===== src/rtl/angstrom_pkg.sv =====
// Shared definitions for the nibble-RAM access path: RAM geometry, burst
// sequencer states and address/nibble types.
package angstrom_pkg;

  localparam int ADDR_W  = 12;
  localparam int NIB_W   = 4;
  localparam int MAX_NIB = 4;

  typedef enum logic [1:0] {
    IDLE,
    XFER,
    DONE
  } state_e;

  typedef logic [ADDR_W-1:0] addr_t;
  typedef logic [NIB_W-1:0]  nib_t;

endpackage


===== src/rtl/ram_burst_ctrl.sv =====
// Burst sequencer between the core and the 4096x4 RAM: turns one 1-4 nibble
// request into consecutive single-nibble RAM accesses and assembles read data.
module ram_burst_ctrl #(
  parameter int ADDR_W  = 12,
  parameter int NIB_W   = 4,
  parameter int MAX_NIB = 4
) (
  input  logic                         clk_i,
  input  logic                         rst_ni,
  input  logic                         req_i,
  input  logic                         we_i,
  input  logic [$clog2(MAX_NIB)-1:0]   len_i,
  input  logic [ADDR_W-1:0]            addr_i,
  input  logic [NIB_W*MAX_NIB-1:0]     wdata_i,
  output logic                         busy_o,
  output logic                         done_o,
  output logic [NIB_W*MAX_NIB-1:0]     rdata_o,
  output logic                         ram_ren_o,
  output logic                         ram_wen_o,
  output logic [ADDR_W-1:0]            ram_addr_o,
  output logic [NIB_W-1:0]             ram_din_o,
  input  logic [NIB_W-1:0]             ram_dout_i
);
  import angstrom_pkg::*;

  localparam int DATA_W = NIB_W * MAX_NIB;
  localparam int CNT_W  = $clog2(MAX_NIB);
  localparam logic [CNT_W-1:0] CNT_ONE = 1;

  state_e              r_state;
  logic                r_we;
  logic [CNT_W-1:0]    r_len;
  logic [CNT_W-1:0]    r_cnt;
  logic [ADDR_W-1:0]   r_addr;
  logic [DATA_W-1:0]   r_wdata;
  logic [DATA_W-1:0]   r_shadow;

  function automatic logic [DATA_W-1:0] put_nib(input logic [DATA_W-1:0] v,
                                                input logic [CNT_W-1:0]  idx,
                                                input logic [NIB_W-1:0]  nib);
    logic [DATA_W-1:0] res;
    res = v;
    res[idx*NIB_W +: NIB_W] = nib;
    return res;
  endfunction

  always_ff @(posedge clk_i or negedge rst_ni) begin
    if (!rst_ni) begin
      r_state    <= IDLE;
      r_we       <= 1'b0;
      r_len      <= '0;
      r_cnt      <= '0;
      r_addr     <= '0;
      r_wdata    <= '0;
      r_shadow   <= '0;
      busy_o     <= 1'b0;
      done_o     <= 1'b0;
      rdata_o    <= '0;
      ram_ren_o  <= 1'b0;
      ram_wen_o  <= 1'b0;
      ram_addr_o <= '0;
      ram_din_o  <= '0;
    end else begin
      case (r_state)
        IDLE: begin
          // busy_o still high here means this is the done_o cycle: no accept
          busy_o <= 1'b0;
          done_o <= 1'b0;
          if (req_i && !busy_o) begin
            r_we    <= we_i;
            r_len   <= len_i;
            r_addr  <= addr_i;
            r_wdata <= wdata_i;
            r_cnt   <= '0;
            if (!we_i) r_shadow <= '0;
            busy_o  <= 1'b1;
            r_state <= XFER;
          end
        end
        XFER: begin
          ram_addr_o <= r_addr + ADDR_W'(r_cnt);
          if (r_we) ram_din_o <= r_wdata[r_cnt*NIB_W +: NIB_W];
          ram_ren_o <= !r_we;
          ram_wen_o <= r_we;
          // the read in flight during the cycle ending now belongs to nibble r_cnt-1
          if (ram_ren_o) r_shadow <= put_nib(r_shadow, r_cnt - CNT_ONE, ram_dout_i);
          if (r_cnt == r_len) r_state <= DONE;
          else                r_cnt   <= r_cnt + CNT_ONE;
        end
        DONE: begin
          ram_ren_o <= 1'b0;
          ram_wen_o <= 1'b0;
          done_o    <= 1'b1;
          if (!r_we) rdata_o <= put_nib(r_shadow, r_len, ram_dout_i);
          r_state   <= IDLE;
        end
        default: r_state <= IDLE;
      endcase
    end
  end

endmodule

===== config.mk =====
export PLATFORM = sky130hd
export DESIGN_NAME = ram_burst_ctrl
export DESIGN_NICKNAME = d
export VERILOG_FILES = /design/src/rtl/angstrom_pkg.sv /design/src/rtl/ram_burst_ctrl.sv
export SDC_FILE = /design/constraint.sdc
export NUM_CORES = 1
export LEC_CHECK = 0
export CAP_MARGIN = 20
export CORE_MARGIN = 4
export CORE_UTILIZATION = 40
export CTS_CLUSTER_DIAMETER = 60
export CTS_CLUSTER_SIZE = 20
export DETAILED_ROUTE_END_ITERATION = 10
export HOLD_SLACK_MARGIN = 0.12
export PLACE_DENSITY = 0.74
export SLEW_MARGIN = 30
export SYNTH_ARGS = -nofsm -noshare
export SYNTH_HDL_FRONTEND = slang
export SYNTH_SLANG_ARGS = --single-unit

===== constraint.sdc =====
create_clock -name clk_i -period 2.75 [get_ports clk_i]
set_input_delay 0.55 -clock clk_i [delete_from_list [all_inputs] [get_ports clk_i]]
set_output_delay 0.55 -clock clk_i [all_outputs]
set_load 0.02 [all_outputs]

==> impl_metrics.ini, run 1 <==
[outcome]
outcome = finished, final reports clean

[timing]
period_share_pct = 76.0
finalSetupViolCount = 0
period_needed_ns = 2.09
slew-limit-headroom_pct = 65.0
report.final.slew_viol_count = 0
fin_tns_setup_ns = 0
clock_skew_ns = 0.00963
timing.final.ws_setup_ns = 0.659
hold_violations = 0
rsz0062_at_grt = false
tightestPinTransition_ns = 0.525
fmax_mhz = 478

[synth]
ys_top_cells_by_area = dfrtp_1 53%, mux2_2 12%, ha_1 4.8%
yosysTopAreaCell = dfrtp_1
synth_top_area_share_pct = 52.6
synthSimpleGateAreaFrac_pct = 11.1
synth_top_family_by_area = multiplexers
syn-instance-count = 348
synth-seq-cells = 87
synthArstFlopShare_pct = 100
synth_edf_count = 0
synthMuxAreaShare_pct = 14.4
synth-compound-area-share_pct = 11.3
ys.flop_type = dfrtp_1
synthAdderAreaFrac_pct = 5.32
avgSynthCellArea_sq_um = 11.9
yosys_warnings = 0
yosysUniqueCellTypes = 43
synth_xor_area_share_pct = 2.54
syn-num-nets = 403
yosysSeqAreaShare_pct = 52.6
syn-cell-area_sq_um = 4140

[worst_setup_path]
cp_slowest_cell = clkdlybuf4s50_1
crit_chain = clkdlybuf4s50_1, or3b_4, a21oi_4, o21a_1, mux2_2
cpLargestDelayFamily = buffers and inverters
cp_max_fo = 7
worstSetupStartpointType = input pin
crit_arrival_ns = 2.32
worst_setup_path_end_kind = register
max_stage_delay_ns = 0.50
critPathBufInv = 1
required_ns = 2.98
crit_type = in -> reg

[placement]
dp.final_hpwl_microns = 6300
portBuffers = 73
place_congestion = 0.764
post-place-cells = 548
dpl_worst_slack_ns = 0.300

[drt]
wl_per_cell_microns = 14.9
drt_iter0_markers = 91
vias = 2837
antenna_left = 0
post-route-drc-count = 0
avgViaCountPerCell = 5.03
finalWirelength_microns = 8400
drt_pass1_iterations = 4

[layout]
postLayoutCoreUtil_pct = 52.8
final_cells = 564
layout.nets = 481
nFillCells = 890
final_cell_mix = 87 x dfrtp_1, 72 x clkdlybuf4s50_1, 43 x mux2_2, 27 x nand2_1, 24 x o21ai_0
drive_gt1_share_pct = 17.9
antennaDiodeCount = 0
layout_commonest_cell = dfrtp_1
syn_to_final_growth_pct = 26.6

[floorplan]
start_util_pct = 41.7
die_y_microns = 110
std_cell_rows = 36
die_w_microns = 110
core_area_sq_um = 9910
io_pins = 74
die-area_sq_um = 12000

[power]
p_per_area_nw_per_um2 = 1090
power_mw = 5.73
vdd_drop_max_mv = 0.533
power.leakage_nw = 2.20

[clock_tree]
clkTransAtPathRegs_ns = 0.09
clock_path_buffers = 2
cts_resized = 0
cts_num_sinks = 87
cts_tree = yes
numCtsBuffers = 9
cts_root_buffer = clkbuf_8
htreeDepth = 3
clk_latency_ns = 0.35
hold_buffers = 0
post-cts-setup-buffers = 0

[global_routing]
grt_overflow_total = 0
grt_pass1_vias = 3034
grt_pass1_wl_microns = 14200
grt_max_degree = 47
grt_antenna_before_repair = 0
track_usage_pct = 14.9

[run]
maxCapViolations = 0

[hold_path]
min_path_type = in -> async
[logic make-up after synthesis]
| family | count (synthesis) |
|---|---|
| DFF | 87 |
| and+or+nand+nor | 83 |
| AOI/OAI and AO/OA | 72 |
| muxes | 49 |
| buffers and inverters | 28 |
| adders and majority gates | 17 |
| xor gates and xnor gates | 12 |
[synth_stat cells, drive strengths merged (3+ instances only)]
| cell | n |
|---|---|
| mux4 | 4 |
| a21oi | 20 |
| nor3 | 4 |
| clkbuf | 5 |
| nor3b | 3 |
| nor2 | 12 |
| a32oi | 4 |
| a22o | 12 |
| buf | 7 |
| dfrtp | 87 |
| ha | 16 |
| mux2 | 43 |
| inv | 15 |
| xnor2 | 8 |
| xor2 | 4 |
| nor2b | 17 |
| a22oi | 5 |
| nand4 | 4 |
| o21ai | 24 |
| nand2 | 27 |
[per-layer routing]
| metal | wire length (microns) | GRT usage [%] | share of wire, % |
|---|---|---|---|
| met5 | 0 | 0 | 0 |
| met4 | 79 | 3.83 | 0.94 |
| met3 | 528 | 4.52 | 6.3 |
| met2 | 3930 | 25.3 | 47 |
| met1 | 3860 | 18.6 | 46 |
[power breakdown]
part           internal, mW  switching (mW)
clock network         0.423           0.461
registers              1.80           0.364
logic                  1.34            1.34
[area by class of cell]
cell class	count	area, sq um	area share [%]
sequential	87	2180	41.6
multi-input combinational	233	1850	35.3
timing repair buffer	79	786	15.0
tap	133	166	3.18
clock buffer	10	128	2.44
clock inverter	6	68.8	1.31
inverter	16	60.1	1.15
[flip-flops by register name, summed over array words and instances, names as in the netlist, 2 cells and up]
register,flops
r_shadow,16
r_wdata,16
rdata_o,16
r_addr,12
ram_addr_o,12
ram_din_o,4
r_cnt,2
r_len,2
r_state,2
[path summary, 6_finish.rpt]
check	from	end	slack, ns	cells after the start
min	rst_ni	rdata_o[1]	0.17	1
max in group asynchronous	rst_ni	ram_addr_o[1]	1.95	2
max reg2reg	r_state[0]	r_shadow[12]	0.73	6
max	req_i	r_shadow[12]	0.66	5
min reg2reg	rdata_o[9]	rdata_o[9]	0.48	2
min in group clk_i	rdata_o[9]	rdata_o[9]	0.48	2
[metrics by stage]
step                      hold WS, ns  cell area [sq um]
after floorplan                 0.254               4140
after global placement          0.461               5040
after detailed placement        0.470               5040
after CTS                       0.179               5230
after global routing            0.213               5240
final                           0.171               5240
Note: power is estimated with default switching activity, not from simulation.
==> run 2: changes to the inputs <==
--- a/config.mk
+++ b/config.mk
@@ -12,7 +12,7 @@
 export CTS_CLUSTER_SIZE = 20
 export DETAILED_ROUTE_END_ITERATION = 10
 export HOLD_SLACK_MARGIN = 0.12
-export PLACE_DENSITY = 0.74
+export PLACE_DENSITY = 0.77
 export SLEW_MARGIN = 30
 export SYNTH_ARGS = -nofsm -noshare
 export SYNTH_HDL_FRONTEND = slang
==> constraint.sdc (replaced) <==
create_clock -name clk_i -period 1.9 [get_ports clk_i]
set_input_delay 0.38 -clock clk_i [delete_from_list [all_inputs] [get_ports clk_i]]
set_output_delay 0.38 -clock clk_i [all_outputs]
set_load 0.02 [all_outputs]
==> run 2 against run 1 <==
Combinational power rose by 54%; worst setup slack worse by 0.55 ns; first-iteration DRC count up 23%; critical path type is now reg -> reg; critical endpoint is now r_shadow[7].
==> impl_metrics.ini, run 2 (same netlist as run 1, synthesis figures left out) <==
[layout]
final_cell_mix = 87 x dfrtp_1, 72 x clkdlybuf4s50_1, 43 x mux2_2, 27 x nand2_1, 22 x o21ai_0
layout_commonest_cell = dfrtp_1
layout.nets = 495
reg.largest.list = r_shadow: 16 flops, r_wdata: 16 flops, rdata_o: 16 flops
drive_gt1_share_pct = 21.3
postLayoutCoreUtil_pct = 54.6
antennaDiodeCount = 0
syn_to_final_growth_pct = 30.7

[worst_setup_path]
cpLargestDelayFamily = flip-flops
crit_chain = inv_1, buf_4, ha_1, mux2i_1, a21oi_4, buf_4, and4_2, a22o_1
worst_path_most_repeated_cell = buf_4
required_ns = 2.14
crit_cells = 8
crit_type = reg -> reg
endpoint = r_shadow[7]
worstSetupStartpointType = register
r2r_slack_ns = 0.11
critPathBufInv = 3
crit_arrival_ns = 2.03
worst_setup_path_end_kind = register
reg2regPathDepth = 8
startpoint = r_state[1]
rr_endpoint = r_shadow[7]
max_stage_delay_ns = 0.36
reg2reg_from = r_state[1]
cp_max_fo = 6
cp_slowest_cell = dfrtp_1

[timing]
whs_ns = 0.468
hold_violations = 0
finalSetupViolCount = 0
slew-limit-headroom_pct = 70.4
report.final.slew_viol_count = 0
clock_skew_ns = 0.00834
tightestPinTransition_ns = 0.440
fmax_mhz = 560
period_needed_ns = 1.79
period_share_pct = 94.0

[placement]
portBuffers = 73
place_congestion = 0.801
dp.final_hpwl_microns = 6580

[drt]
drt_pass1_iterations = 4
avgViaCountPerCell = 5.07
finalWirelength_microns = 8600
vias = 2930
antenna_left = 0
top_layer_used = met4
drt_iter0_markers = 112
wl_met3_microns = 424
post-route-drc-count = 0
wl_met2_microns = 4060
wl_met1_microns = 4040
wl_per_cell_microns = 14.9

[global_routing]
grt_antenna_before_repair = 0
grt_pass1_wl_microns = 14400
grt_max_degree = 42
grt_overflow_total = 0
track_usage_pct = 15.5
grt_pass1_vias = 2895

[floorplan]
start_util_pct = 41.7
core_area_sq_um = 9910
die-area_sq_um = 12000
io_pins = 74
die_w_microns = 110
die_y_microns = 110
std_cell_rows = 36

[clock_tree]
cts_num_sinks = 87
post-cts-setup-buffers = 0
cts_tree = yes
htreeDepth = 3
numCtsBuffers = 9
clkTransAtPathRegs_ns = 0.09
clk_latency_ns = 0.35
cts_root_buffer = clkbuf_8
clock_path_buffers = 2

[power]
p_per_area_nw_per_um2 = 1610
power_mw = 8.68
vdd_drop_max_mv = 0.750
power.leakage_nw = 2.30

[run]
maxCapViolations = 0

[hold_path]
min_path_type = in -> async

[outcome]
outcome = finished, final reports clean
[run 2: final cells by class]
class                   count  area, sq um
repair buffers             93          913
multi-input cells         233         1860
clock inverters             5         81.3
clock buffers              11          141
flip-flops and latches     87         2180
well taps                 133          166
fillers                   854         4500
inverters                  16         63.8
[run 2: per-layer routing]
layer,vias up,global-route usage (%)
li1,1417,-
met1,1427,20.6
met2,79,25.1
met3,7,3.70
met4,0,4.72
met5,-,0
[run 2: through the flow]
step                      setup WS [ns]  instances  setup TNS [ns]  cell area [sq um]
final                             0.114        578               0               5410
after global routing            -0.0273        578         -0.0550               5410
after CTS                        0.0598        578               0               5380
after floorplan                   0.107        348               0               4140
after detailed placement         -0.252        561           -3.40               5150
after global placement           -0.215        561           -2.75               5150
[run 2: what timing repair did]
action	4_1_cts	5_1_grt
gates resized for setup	0	10
hold buffers	1	0
endpoints found under the hold margin	24	0
endpoints found under the setup margin	0	16
[run 2: how the worst min path moves through the flow]
stage,end,slack (ns)
3_5_place_dp,rdata_o[1],0.31
2_1_floorplan,busy_o,0.08
6_report,rdata_o[3],0.47
3_3_place_gp,rdata_o[0],0.30
5_1_grt,rdata_o[3],0.47
4_1_cts,rdata_o[6],0.47
[run 2: power by group]
| group | switching (mW) | internal [mW] | total [mW] |
|---|---|---|---|
| sequential | 0.517 | 2.61 | 3.12 |
| clock | 0.661 | 0.778 | 1.44 |
| combinational | 2.02 | 2.10 | 4.12 |
| total | 3.20 | 5.48 | 8.68 |
==> run 3: changes to the inputs <==
--- a/config.mk
+++ b/config.mk
@@ -6,7 +6,6 @@
 export NUM_CORES = 1
 export LEC_CHECK = 0
 export CAP_MARGIN = 20
-export CORE_MARGIN = 4
 export CORE_UTILIZATION = 40
 export CTS_CLUSTER_DIAMETER = 60
 export CTS_CLUSTER_SIZE = 20
==> run 3 against run 2 <==
Non-clock buffer count is the same; clock-buffer cell count shrank 2; combinational power is essentially flat; final area shrank 0.56%; worst setup slack gained 0.0084 ns; die area shrank 11%; critical path depth shrank 7; sequential power is essentially flat; core utilization shrank 0.30 points; power shrank 2.1%; critical path type is now reg -> out.
==> impl_metrics.ini, run 3 (same netlist as run 1, synthesis figures left out) <==
[layout]
drive_gt1_share_pct = 21.1
final_cell_mix = 87 x dfrtp_1, 72 x clkdlybuf4s50_1, 43 x mux2_2, 27 x nand2_1, 22 x o21ai_0
layout.nets = 495
final_cells = 578
nFillCells = 846
syn_to_final_growth_pct = 30.0
layout_commonest_cell = dfrtp_1
reg.largest.list = r_shadow: 16 flops, r_wdata: 16 flops, rdata_o: 16 flops
antennaDiodeCount = 0

[timing]
fmax_mhz = 563
rsz0062_at_grt = false
period_needed_ns = 1.78
clock_skew_ns = 0.00772
period_share_pct = 93.6
slew-limit-headroom_pct = 70.4
finalSetupViolCount = 0
hold_violations = 0
tightestPinTransition_ns = 0.444
report.final.slew_viol_count = 0

[floorplan]
die_y_microns = 104
core_area_sq_um = 9910
io_pins = 74
die_w_microns = 104
die-area_sq_um = 10800
start_util_pct = 41.7
std_cell_rows = 36

[clock_tree]
cts_tree = yes
htreeDepth = 3
numCtsBuffers = 9
clkTransAtPathRegs_ns = 0.09
clock_path_buffers = 2
clk_latency_ns = 0.35
cts_root_buffer = clkbuf_8
post-cts-setup-buffers = 0
cts_num_sinks = 87

[outcome]
outcome = finished, final reports clean

[worst_setup_path]
cpLargestDelayFamily = buffers and inverters
crit_arrival_ns = 1.40
r2r_slack_ns = 0.15
reg2regPathDepth = 8
required_ns = 1.52
crit_cells = 1
cp_slowest_cell = clkdlybuf4s50_1
worstSetupStartpointType = register
rr_endpoint = r_shadow[7]
reg2reg_from = r_state[1]
max_stage_delay_ns = 0.63
crit_type = reg -> out
critPathBufInv = 1
worst_setup_path_end_kind = output pin
cp_max_fo = 4
crit_chain = clkdlybuf4s50_1

[power]
power.leakage_nw = 2.28
power_mw = 8.49
vdd_drop_max_mv = 0.813
p_per_area_nw_per_um2 = 1580

[global_routing]
grt_pass1_vias = 2945
grt_overflow_total = 0
grt_antenna_before_repair = 0
grt_max_degree = 43
track_usage_pct = 16.9
grt_pass1_wl_microns = 14500

[placement]
place_congestion = 0.802
portBuffers = 73
post-place-cells = 561
dp.final_hpwl_microns = 6270

[drt]
wl_per_cell_microns = 14.4
vias = 2942
avgViaCountPerCell = 5.09
drt_pass1_iterations = 4
drt_iter0_markers = 80
finalWirelength_microns = 8340
post-route-drc-count = 0
antenna_left = 0

[hold_path]
min_path_type = in -> async

[run]
maxCapViolations = 0
## run 3: through the flow
| stage | utilization, % | instance area, sq um | TNS, ns | hold WS (ns) | worst slack, ns |
|---|---|---|---|---|---|
| after global routing | 54.3 | 5380 | 0 | 0.489 | 0.00659 |
| final | 54.3 | 5380 | 0 | 0.459 | 0.122 |
| after CTS | 54.0 | 5350 | 0 | 0.452 | 0.0423 |
| after detailed placement | 51.9 | 5150 | -3.37 | 0.284 | -0.249 |
| after global placement | 51.9 | 5150 | -2.77 | 0.281 | -0.215 |
| after floorplan | - | 4140 | 0 | 0.0844 | 0.107 |
## run 3: cell type report
class,instances,area (sq um),share of cell area [%]
sequential,87,2180,40.5
multi-input combinational,233,1860,34.5
clock buffer,9,124,2.30
inverter,16,63.8,1.19
clock inverter,7,71.3,1.33
timing repair buffer,93,917,17.1
tap,133,166,3.10
## run 3: worst max-delay path by stage
stage / from / endpoint
6_report: busy_o / busy_o
5_1_grt: r_state[1] / r_shadow[5]
4_1_cts: r_cnt[0] / r_shadow[3]
3_5_place_dp: req_i / r_shadow[3]
3_3_place_gp: req_i / r_shadow[14]
2_1_floorplan: r_cnt[1] / ram_addr_o[8]
## run 3: power breakdown
group          switching, mW  leakage [nW]  internal [mW]  total, mW
registers              0.521          1.09           2.61       3.13
logic                   1.99          1.09           2.10       4.09
clock network          0.665        0.0916          0.607       1.27
total                   3.18          2.28           5.31       8.49
## run 3: timing repair
action	CTS	global route
hold endpoints to repair	20	0
resized for setup	1	8
hold buffers	1	0
setup endpoints to repair	1	16
## run 3: layer usage
layer	global-route usage (%)	share of wire [%]	vias up
met3	3.34	3.8	15
met2	26.5	46	80
met5	0	0	-
met4	7.04	2.1	0
li1	-	-	1426
met1	22.9	48	1421
